### src/rtl/seq_frame_transmitter.sv
// Serialises DATA_W-bit words MSB first behind a fixed sync preamble, followed by an idle gap.
// Optional macro PARITY_EN appends one even-parity bit after the payload.
module seq_frame_transmitter #(
  parameter int               DATA_W   = 8,
  parameter int               PRE_W    = 4,
  parameter logic [PRE_W-1:0] PREAMBLE = PRE_W'(4'b1010),
  parameter int               GAP      = 1
) (
  input  logic              clk,
  input  logic              reset,
  input  logic [DATA_W-1:0] in_data,
  input  logic              in_valid,
  output logic              in_ready,
  output logic              out,
  output logic              out_valid,
  output logic              busy
);

  localparam int MAX_A = (PRE_W > DATA_W) ? PRE_W : DATA_W;
  localparam int MAX_C = (MAX_A > GAP) ? MAX_A : GAP;
  localparam int CNT_W = $clog2(MAX_C + 1);

  localparam logic [CNT_W-1:0] PRE_LAST  = CNT_W'(PRE_W - 1);
  localparam logic [CNT_W-1:0] DATA_LAST = CNT_W'(DATA_W - 1);
  localparam logic [CNT_W-1:0] GAP_LAST  = CNT_W'(GAP - 1);

  typedef enum logic [2:0] {
    S_IDLE,
    S_PRE,
    S_DATA,
`ifdef PARITY_EN
    S_PAR,
`endif
    S_GAP
  } state_t;

  state_t            state;
  logic [CNT_W-1:0]  cnt;
  logic [DATA_W-1:0] shreg;
  logic [PRE_W-1:0]  pre_sr;
`ifdef PARITY_EN
  logic              parity;
`endif

  assign in_ready = (state == S_IDLE);
  assign busy     = (state != S_IDLE);

  // out/out_valid are loaded on the edge that enters each bit cycle, so the
  // first preamble bit appears in the cycle right after the accept edge.
  always_ff @(posedge clk or posedge reset) begin
    if (reset) begin
      state     <= S_IDLE;
      cnt       <= '0;
      shreg     <= '0;
      pre_sr    <= '0;
      out       <= 1'b0;
      out_valid <= 1'b0;
`ifdef PARITY_EN
      parity    <= 1'b0;
`endif
    end else begin
      case (state)
        S_IDLE: begin
          if (in_valid) begin
            shreg     <= in_data;
            pre_sr    <= PREAMBLE << 1;
            out       <= PREAMBLE[PRE_W-1];
            out_valid <= 1'b1;
            cnt       <= '0;
            state     <= S_PRE;
`ifdef PARITY_EN
            parity    <= ^in_data;
`endif
          end
        end
        S_PRE: begin
          if (cnt == PRE_LAST) begin
            cnt   <= '0;
            out   <= shreg[DATA_W-1];
            shreg <= shreg << 1;
            state <= S_DATA;
          end else begin
            cnt    <= cnt + 1'b1;
            out    <= pre_sr[PRE_W-1];
            pre_sr <= pre_sr << 1;
          end
        end
        S_DATA: begin
          if (cnt == DATA_LAST) begin
            cnt <= '0;
`ifdef PARITY_EN
            out   <= parity;
            state <= S_PAR;
`else
            out       <= 1'b0;
            out_valid <= 1'b0;
            state     <= S_GAP;
`endif
          end else begin
            cnt   <= cnt + 1'b1;
            out   <= shreg[DATA_W-1];
            shreg <= shreg << 1;
          end
        end
`ifdef PARITY_EN
        S_PAR: begin
          cnt       <= '0;
          out       <= 1'b0;
          out_valid <= 1'b0;
          state     <= S_GAP;
        end
`endif
        S_GAP: begin
          if (cnt == GAP_LAST) begin
            cnt   <= '0;
            state <= S_IDLE;
          end else begin
            cnt <= cnt + 1'b1;
          end
        end
        default: begin
          out       <= 1'b0;
          out_valid <= 1'b0;
          cnt       <= '0;
          state     <= S_IDLE;
        end
      endcase
    end
  end

endmodule

### config.mk
export PLATFORM = sky130hd
export DESIGN_NAME = seq_frame_transmitter
export DESIGN_NICKNAME = d
export VERILOG_FILES = /design/src/rtl/seq_frame_transmitter.sv
export SDC_FILE = /design/constraint.sdc
export NUM_CORES = 1
export LEC_CHECK = 0
export ABC_AREA = 1
export CORE_UTILIZATION = 42
export DETAILED_ROUTE_END_ITERATION = 10
export HOLD_SLACK_MARGIN = 0.03
export PLACE_DENSITY = 0.66
export SYNTH_ARGS = -nofsm -noshare
export SYNTH_HDL_FRONTEND = slang
export SYNTH_SLANG_ARGS = --single-unit
### constraint.sdc
create_clock -name clk -period 2.1 [get_ports clk]
set_input_delay 0.42 -clock clk [delete_from_list [all_inputs] [get_ports clk]]
set_output_delay 0.42 -clock clk [all_outputs]
set_load 0.01 [all_outputs]
==> results, run 1 <==
- The run finished with clean final reports.
- The row count is 17.
- The final-report hold violation count was 0.
- In the final design database the tool counted 157 nets.
- CTS built an H-tree with a depth of 1.
- The final max-slew violation count is 0.
- The number of global-route vias before repair came to 775.
- The detailed router placed 809 vias in this run.
- For this design the top-level I/O count stands at 15.
- In the finished design, the share of the clock period the worst path needs comes to 95.42%.
- The global-route congestion overflow total is 0.
- Clock tree synthesis found a total of 18 sinks.
- The setup-violating endpoint count in the final report is 0.
- The number of antenna violations at the first check in global routing is 0.
- At the end of routability-driven placement, the weighted congestion stood at 0.8394.
- Sequential cells burn 30.3% of the power.
- The count of synthesis-stage warnings from yosys is 0.
- The kind of critical path is flip-flop to output port.
- The internal power summed over all cells is 0.001061 W.
- Once the floorplan was initialized, standard cells occupied 46.41% of the core.
- The number of cells in the design after placement is 159.
- For the finished layout, the period the worst path requires is 2.004 ns.
- The TritonCTS clock tree is built.
- Data on the critical path is required at its endpoint by 1.68 ns.
- Clock-pin slew was measured on the worst setup and hold paths at 0.11 ns.
- Derived from the worst setup path, the maximum achievable clock frequency is 499.1 MHz.
- Across all hold checks on the routed design, the worst slack comes to 0.4202 ns.
- At the placement stage, the worst setup path has a slack of 0.2369 ns.
- The core footprint is 0.002318 sq mm.
- The repair_antennas step left the layout with diodes totalling 0.
- The mapped netlist covers 0.001076 sq mm.
- Net switching is 44.91% of the power.
- The distinct cell type count after synthesis is 21.
- Setup repair after global routing left no endpoint under its margin.
- After detailed routing, the number of remaining DRC violations is 0.
- The die is 52.62 um tall.
- The share of power burned in the clock network is 9.3%.
- The fill cell instance count of the final layout is 235.
- The largest individual stage delay along the critical path comes from the cell sky130_fd_sc_hd__clkdlybuf4s50_1.
- The synthesized design spends more area on one cell type than any other, namely sky130_fd_sc_hd__dfrtp_1.
- The area growth from synthesis to layout is 18.84%.
- Sequential elements use 41.86% of the synthesized area.
- In this run the deepest clock path goes through 2 buffers.
- In this run the tightest slew margin relative to its limit is 61.80%.
- IR analysis of the VDD net gives a maximum drop of 805.6 uV.
- The combined global-route utilization of all metal layers is 17.02%.
- The total clock buffers created by CTS is 3.
- The wire length of the first global-routing pass is 3.339 mm.
- The average via count per standard cell is 4.933.
- Sorting the synthesized cells by area gives the leading types as sky130_fd_sc_hd__dfrtp_1, sky130_fd_sc_hd__ha_1, sky130_fd_sc_hd__nand2_1, sky130_fd_sc_hd__mux2i_1, sky130_fd_sc_hd__o21ai_2.
- In this run the remaining antenna-violating nets after routing total 0.
- The power density normalized to cell area is 1507 mW/mm^2.
- Summed over all nets, the switching power comes to 0.0008653 W.
- Port buffering added 14 buffers.
- The detailed router finished its first iteration with 8 violations.
- The worst min-delay path class is input port to async pin.
- The combinational share of power is 60.4%.
- The first-pass detailed-route iteration total is 4.
- The cell at the root of the clock tree is sky130_fd_sc_hd__clkbuf_4.
- The area of the die is 0.002768 sq mm.
- The non-filler instance count after layout is 164.
- The least setup slack across all paths after layout is 0.09625 ns.
- The nature of the critical path endpoint is an output port.
- The flop and latch count out of synthesis is 18.
- Walking the worst path, the cells encountered are inv_1 -> ha_2 -> clkdlybuf4s50_1.
- The pin count of the biggest net entering global routing is 19.
- The number of nets in the synthesized netlist is 137.
- Of the post-synthesis cell area, the dominant cell type holds 41.86%.
- The max-capacitance violation count is 0.
- The clock network latency to the later pin of the worst-skew pair is 0.30 ns.
- The fraction of layout instances using a drive strength above 1 is 18.38%.
- The data arrival time at the worst-slack endpoint is 1.58 ns.
- The worst setup skew after layout is 0.006129 ns.
- For this design the static power due to leakage is 0.6154 nW.
- The detailed-route wire length is 1.950 mm.
- The critical path startpoint category is a flip-flop.
- In this run the worst path has a maximum fanout of 4.
- From left edge to right edge, the die measures 52.62 um.
- The pin slew with the least headroom to its limit is 0.5702 ns.
- The accumulated negative setup slack is 0 ns.
- Dividing the detail-routed wire length by the instance count gives 11.89 um.
- After legalization and detailed placement, the total HPWL measured 1.414 mm.
- On the worst path, the slowest cell contributes a delay of 0.54 ns.
- The cell count after synthesis came out at 118.
- In this run the mean area of a mapped cell was 9.119 sq um.
[cell usage in the layout (no fill, tap or decap)]
cell	count
sky130_fd_sc_hd__clkdlybuf4s50_1	13
sky130_fd_sc_hd__inv_1	14
sky130_fd_sc_hd__nand3_2	1
sky130_fd_sc_hd__o2111ai_1	1
sky130_fd_sc_hd__buf_4	3
sky130_fd_sc_hd__o21ai_0	8
sky130_fd_sc_hd__dlygate4sd2_1	1
sky130_fd_sc_hd__ha_1	7
sky130_fd_sc_hd__clkbuf_4	3
sky130_fd_sc_hd__nand3_1	7
sky130_fd_sc_hd__inv_2	1
sky130_fd_sc_hd__nor2_1	4
sky130_fd_sc_hd__mux2i_1	7
sky130_fd_sc_hd__nand2_1	24
sky130_fd_sc_hd__nand2_2	4
sky130_fd_sc_hd__nor2_2	2
sky130_fd_sc_hd__o211ai_1	1
sky130_fd_sc_hd__a21oi_1	5
sky130_fd_sc_hd__xor2_1	1
sky130_fd_sc_hd__ha_2	1
sky130_fd_sc_hd__o21ai_2	8
sky130_fd_sc_hd__nor2_4	1
sky130_fd_sc_hd__dfrtp_1	18
sky130_fd_sc_hd__o211ai_4	1
[state kept, by name (all words and copies together) (netlist names)]
| name | flops |
|---|---|
| shreg | 8 |
| cnt | 4 |
| pre_sr | 2 |
| state | 2 |
| out | 1 |
| out_valid | 1 |
[cell families after synthesis]
group / share of synthesized area, %
AND/OR/NAND/NOR: 18.49
AO/OA/AOI/OAI: 16.05
flip-flops: 41.86
buffers and inverters: 6.976
adder cells (fa/ha/maj): 9.303
multiplexers: 6.512
XOR/XNOR: 0.8141
[cells in the mapped netlist (all sizes together)]
cell type,count
o2111ai,1
nand3,8
xor2,1
buf,1
clkbuf,1
nand2,28
nor2,7
dfrtp,18
o211ai,2
mux2i,7
o21ai,16
a21oi,5
inv,15
ha,8
[area by class of cell]
cell class / count / area, sq um / area share [%]
clock buffers: 3 / 22.52 / 1.761
inverters: 15 / 56.30 / 4.403
multi-input cells: 83 / 553.0 / 43.25
flip-flops and latches: 18 / 450.4 / 35.22
well taps: 28 / 35.03 / 2.740
repair buffers: 17 / 161.4 / 12.62
[worst max-delay path, delay by kind of cell (launching register included)]
kind	cells	cell delay, ns
adder cells (fa/ha/maj)	1	0.23
flip-flops	1	0.40
buffers and inverters	2	0.66
[timing repair]
| action | 4_1_cts | 5_1_grt |
|---|---|---|
| gates resized for setup | 1 | 1 |
| endpoints found under the setup margin | 1 | 1 |
| hold endpoints to repair | 0 | 0 |
| setup buffers | 2 | 0 |
| hold buffers | 0 | 0 |
| pin swaps | 0 | 0 |
[power groups by stage]
stage          logic, W  clock network, W  registers, W
2_1_floorplan  0.000908                 0      0.000592
3_3_place_gp    0.00111                 0      0.000598
3_5_place_dp    0.00113                 0      0.000608
4_1_cts         0.00117          0.000179      0.000586
5_1_grt         0.00133          0.000197      0.000598
6_report        0.00116          0.000179      0.000585
[layer usage]
layer | routed length, um | GRT usage, %
met4 | 43 | 9.211
met3 | 68 | 2.609
met1 | 913 | 20.64
met5 | 0 | 0
met2 | 925 | 28.48
[worst paths after layout]
check / from / endpoint / slack (ns) / depth (start not counted)
max: state[0] / in_ready / 0.1 / 3
min: reset / state[1] / 0.42 / 3
max reg2reg: state[0] / shreg[1] / 0.46 / 8
min reg2reg: shreg[3] / shreg[3] / 0.49 / 2
max in group asynchronous: reset / cnt[2] / 1.48 / 3
min in group clk: shreg[3] / shreg[3] / 0.49 / 2
[metrics by stage]
| step | utilization, % | power (W) | area [sq um] |
|---|---|---|---|
| floorplan | - | 0.001501 | 1076 |
| CTS | 55.05 | 0.001932 | 1276 |
| detailed placement | 53.48 | 0.001737 | 1240 |
| global placement | 53.48 | 0.001711 | 1240 |
| finish | 55.15 | 0.001927 | 1279 |
| global route | 55.15 | 0.002122 | 1279 |
No activity file was read; power rests on OpenSTA's default activity.
==> inputs of run 2 (changes only) <==
GPL_TIMING_DRIVEN = 0   (was unset)
TNS_END_PERCENT = 50   (was unset)
==> results, run 2 (synthesized netlist as in run 1, its figures left out) <==
- The data required time at the worst endpoint was 1.68 ns (about the same).
- The count of hold buffers inserted by post-cts repair is 0 (unchanged).
- The setup-violating endpoint count in the final report is 0 (unchanged).
- The library cell used most frequently in the layout, excluding fill and tap cells, is sky130_fd_sc_hd__nand2_1.
- Setup repair after global routing left no endpoint under its margin.
- The detailed-route wire length came to 1.962 mm (+0.62%).
- The total placed instance area is 0.001251 sq mm (+0.91%).
- The nature of the critical path endpoint is an output port.
- The number of global-route vias before repair was 836 (+7.9%).
- The worst setup skew after layout came to 0.008003 ns (+0.001874 ns).
- The top-level I/O count came to 15 (unchanged).
- The starting density of the core is 46.41% (unchanged).
- Broken down by cell family, the worst path's largest delay share belongs to buffers and inverters.
- The final critical path time including I/O delays and setup came to 2.027 ns (+0.02346 ns).
- The worst setup path is of the flip-flop to output port kind.
- The final hold slack came to 0.4924 ns (+0.07227 ns).
- The antenna violation net count after detailed routing is 0 (unchanged).
- The clock transition time at the flip-flop clock pins of the worst setup and hold paths is 0.10 ns (about the same).
- The power density normalized to cell area is 1533 mW/mm^2 (+1.8%).
- The core footprint is 0.002318 sq mm (unchanged).
- The sink count of the clock tree was 18 (unchanged).
- The total clock buffers created by CTS came to 3 (unchanged).
- The critical path startpoint category is a flip-flop.
- The critical path buffer and inverter count is 2 (unchanged).
- Clock tree synthesis selected as its root buffer the cell sky130_fd_sc_hd__clkbuf_4.
- The pin slew with the least headroom to its limit is 0.6786 ns (+0.1084 ns).
- The floorplan die width was 52.62 um (unchanged).
- The area of the die came to 0.002768 sq mm (unchanged).
- The data arrival time at the worst-slack endpoint was 1.61 ns (+0.03 ns).
- The net total in the final layout came to 158 (+0.64%).
- The share of the cycle needed by the critical path after routing is 96.53% (+1.1 points).
- The first-pass detailed-route iteration total is 4 (unchanged).
- The leakage dissipation came to 0.6271 nW (+1.9%).
- On the critical path, the stage with the largest delay is an instance of sky130_fd_sc_hd__clkdlybuf4s50_1.
- The number of flip-flops in the largest register was 8 (unchanged).
- The combined global-route utilization of all metal layers is 17.69% (+0.67 points).
- The clock network latency to the later pin of the worst-skew pair was 0.30 ns (about the same).
- The row count is 17 (unchanged).
- The post-detailed-route DRC marker count is 0 (unchanged).
- The quantity of I/O buffers inserted on ports is 14 (unchanged).
- The worst slew margin relative to its limit was 54.71% (-7.1 points).
- The final max-slew violation count is 0 (unchanged).
- The worst ir drop on vdd is 783.2 uV (-2.8%).
- The count of cells along the worst register-to-register path is 9 (+1).
- The register with the most flip-flops is shreg.
- The synthesis-to-finish area growth is 20.00%.
- The vertical extent of the die is 52.62 um (unchanged).
- The final weighted congestion of routability-driven global placement is 0.8653 (+3.1%).
- The worst min-delay path class is flip-flop to flip-flop.
- The largest registers in the layout are shreg (8), cnt (4).
- The max-capacitance violation count is 0 (unchanged).
- The pin count of the biggest net entering global routing came to 19 (unchanged).
- The global-route congestion overflow total is 0 (unchanged).
- The detailed placer's ending HPWL is 1.461 mm (+3.3%).
- The count of cells along the worst hold path is 2.
- The signal on the critical path passes through inv_1 -> ha_1 -> clkdlybuf4s50_1.
- The number of buffers on the longest clock path was 2 (unchanged).
- The delay of the slowest critical-path stage came to 0.56 ns (+0.02 ns).
- The number of antenna violations at the first check in global routing is 0 (unchanged).
- The final instance area is 0.001291 sq mm (+0.98%).
- The accumulated negative setup slack was 0 ns (unchanged).
- The average via count per standard cell is 5.061 (+2.6%).
- The highest attainable clock frequency is 493.3 MHz (-1.2%).
- The flow ran to the end, and the final reports show no timing, DRC or antenna violations.
- The number of levels in the clock H-tree is 1 (unchanged).
- The fraction of layout instances using a drive strength above 1 is 17.52% (-0.86 points).
- The top cell types in the final layout, fill and taps aside, are sky130_fd_sc_hd__nand2_1, sky130_fd_sc_hd__dfrtp_1, sky130_fd_sc_hd__inv_1, sky130_fd_sc_hd__clkdlybuf4s50_1.
- The wire length of the first global-routing pass is 3.415 mm (+2.3%).
- The antenna diode count is 0 (unchanged).
- The cell depth of the worst setup path is 3 (unchanged).
- The overall via count from detail_route is 835 (+3.2%).
- The final-report hold violation count is 0 (unchanged).
- The largest fanout on the critical path is 4 (unchanged).
- The final routed wire length divided by cell count came to 11.89 um (about the same).
- The TritonCTS clock tree is built.
- The DRC marker count from the first detailed-route iteration came to 11 (+3).
[run 2: worst register-to-register path, delay by kind of cell, from the launching register on]
kind / cells / cell delay, ns
buffers and inverters: 3 / 0.41
flip-flops: 1 / 0.39
AO/OA/AOI/OAI: 2 / 0.19
adder cells (fa/ha/maj): 1 / 0.24
AND/OR/NAND/NOR: 3 / 0.35
[run 2: metrics by stage]
stage / instances / power (W) / setup WS, ns / util (%)
finish: 165 / 0.001980 / 0.07279 / 55.69
global placement: 160 / 0.001758 / 0.2698 / 53.97
global route: 165 / 0.002172 / 0.004445 / 55.69
CTS: 165 / 0.001997 / 0.00003897 / 55.59
floorplan: 118 / 0.001501 / 0.5290 / -
detailed placement: 160 / 0.001792 / 0.2380 / 53.97
[run 2: final cells by class]
type / instances / area, sq um
multi-input combinational: 83 / 550.5
sequential: 18 / 450.4
timing repair buffer: 16 / 157.7
buffer: 2 / 18.77
fill: 217 / 1027
inverter: 15 / 56.30
clock buffer: 3 / 22.52
tap: 28 / 35.03
[run 2: layer usage]
layer	track usage [%]	wire (um)
met5	0	0
met4	14.47	64
met3	3.188	71
met2	28.06	895
met1	20.50	930
[run 2: path summary, 6_finish.rpt]
kind,from,endpoint,slack (ns)
setup / recovery,state[0],in_ready,0.07
hold / removal,shreg[3],shreg[3],0.49
setup reg to reg,state[0],shreg[0],0.45
hold reg to reg,shreg[3],shreg[3],0.49
max in group asynchronous,reset,cnt[3],1.16
min in group asynchronous,reset,state[0],0.51
[run 2: timing repair]
item	CTS	global route
setup buffers	2	0
gates resized for setup	0	1
endpoints found under the setup margin	2	1
[run 2: power breakdown]
| group | internal, W | switching [W] |
|---|---|---|
| combinational | 0.000525 | 0.000693 |
| sequential | 0.000500 | 0.0000869 |
| clock | 0.0000670 | 0.000109 |
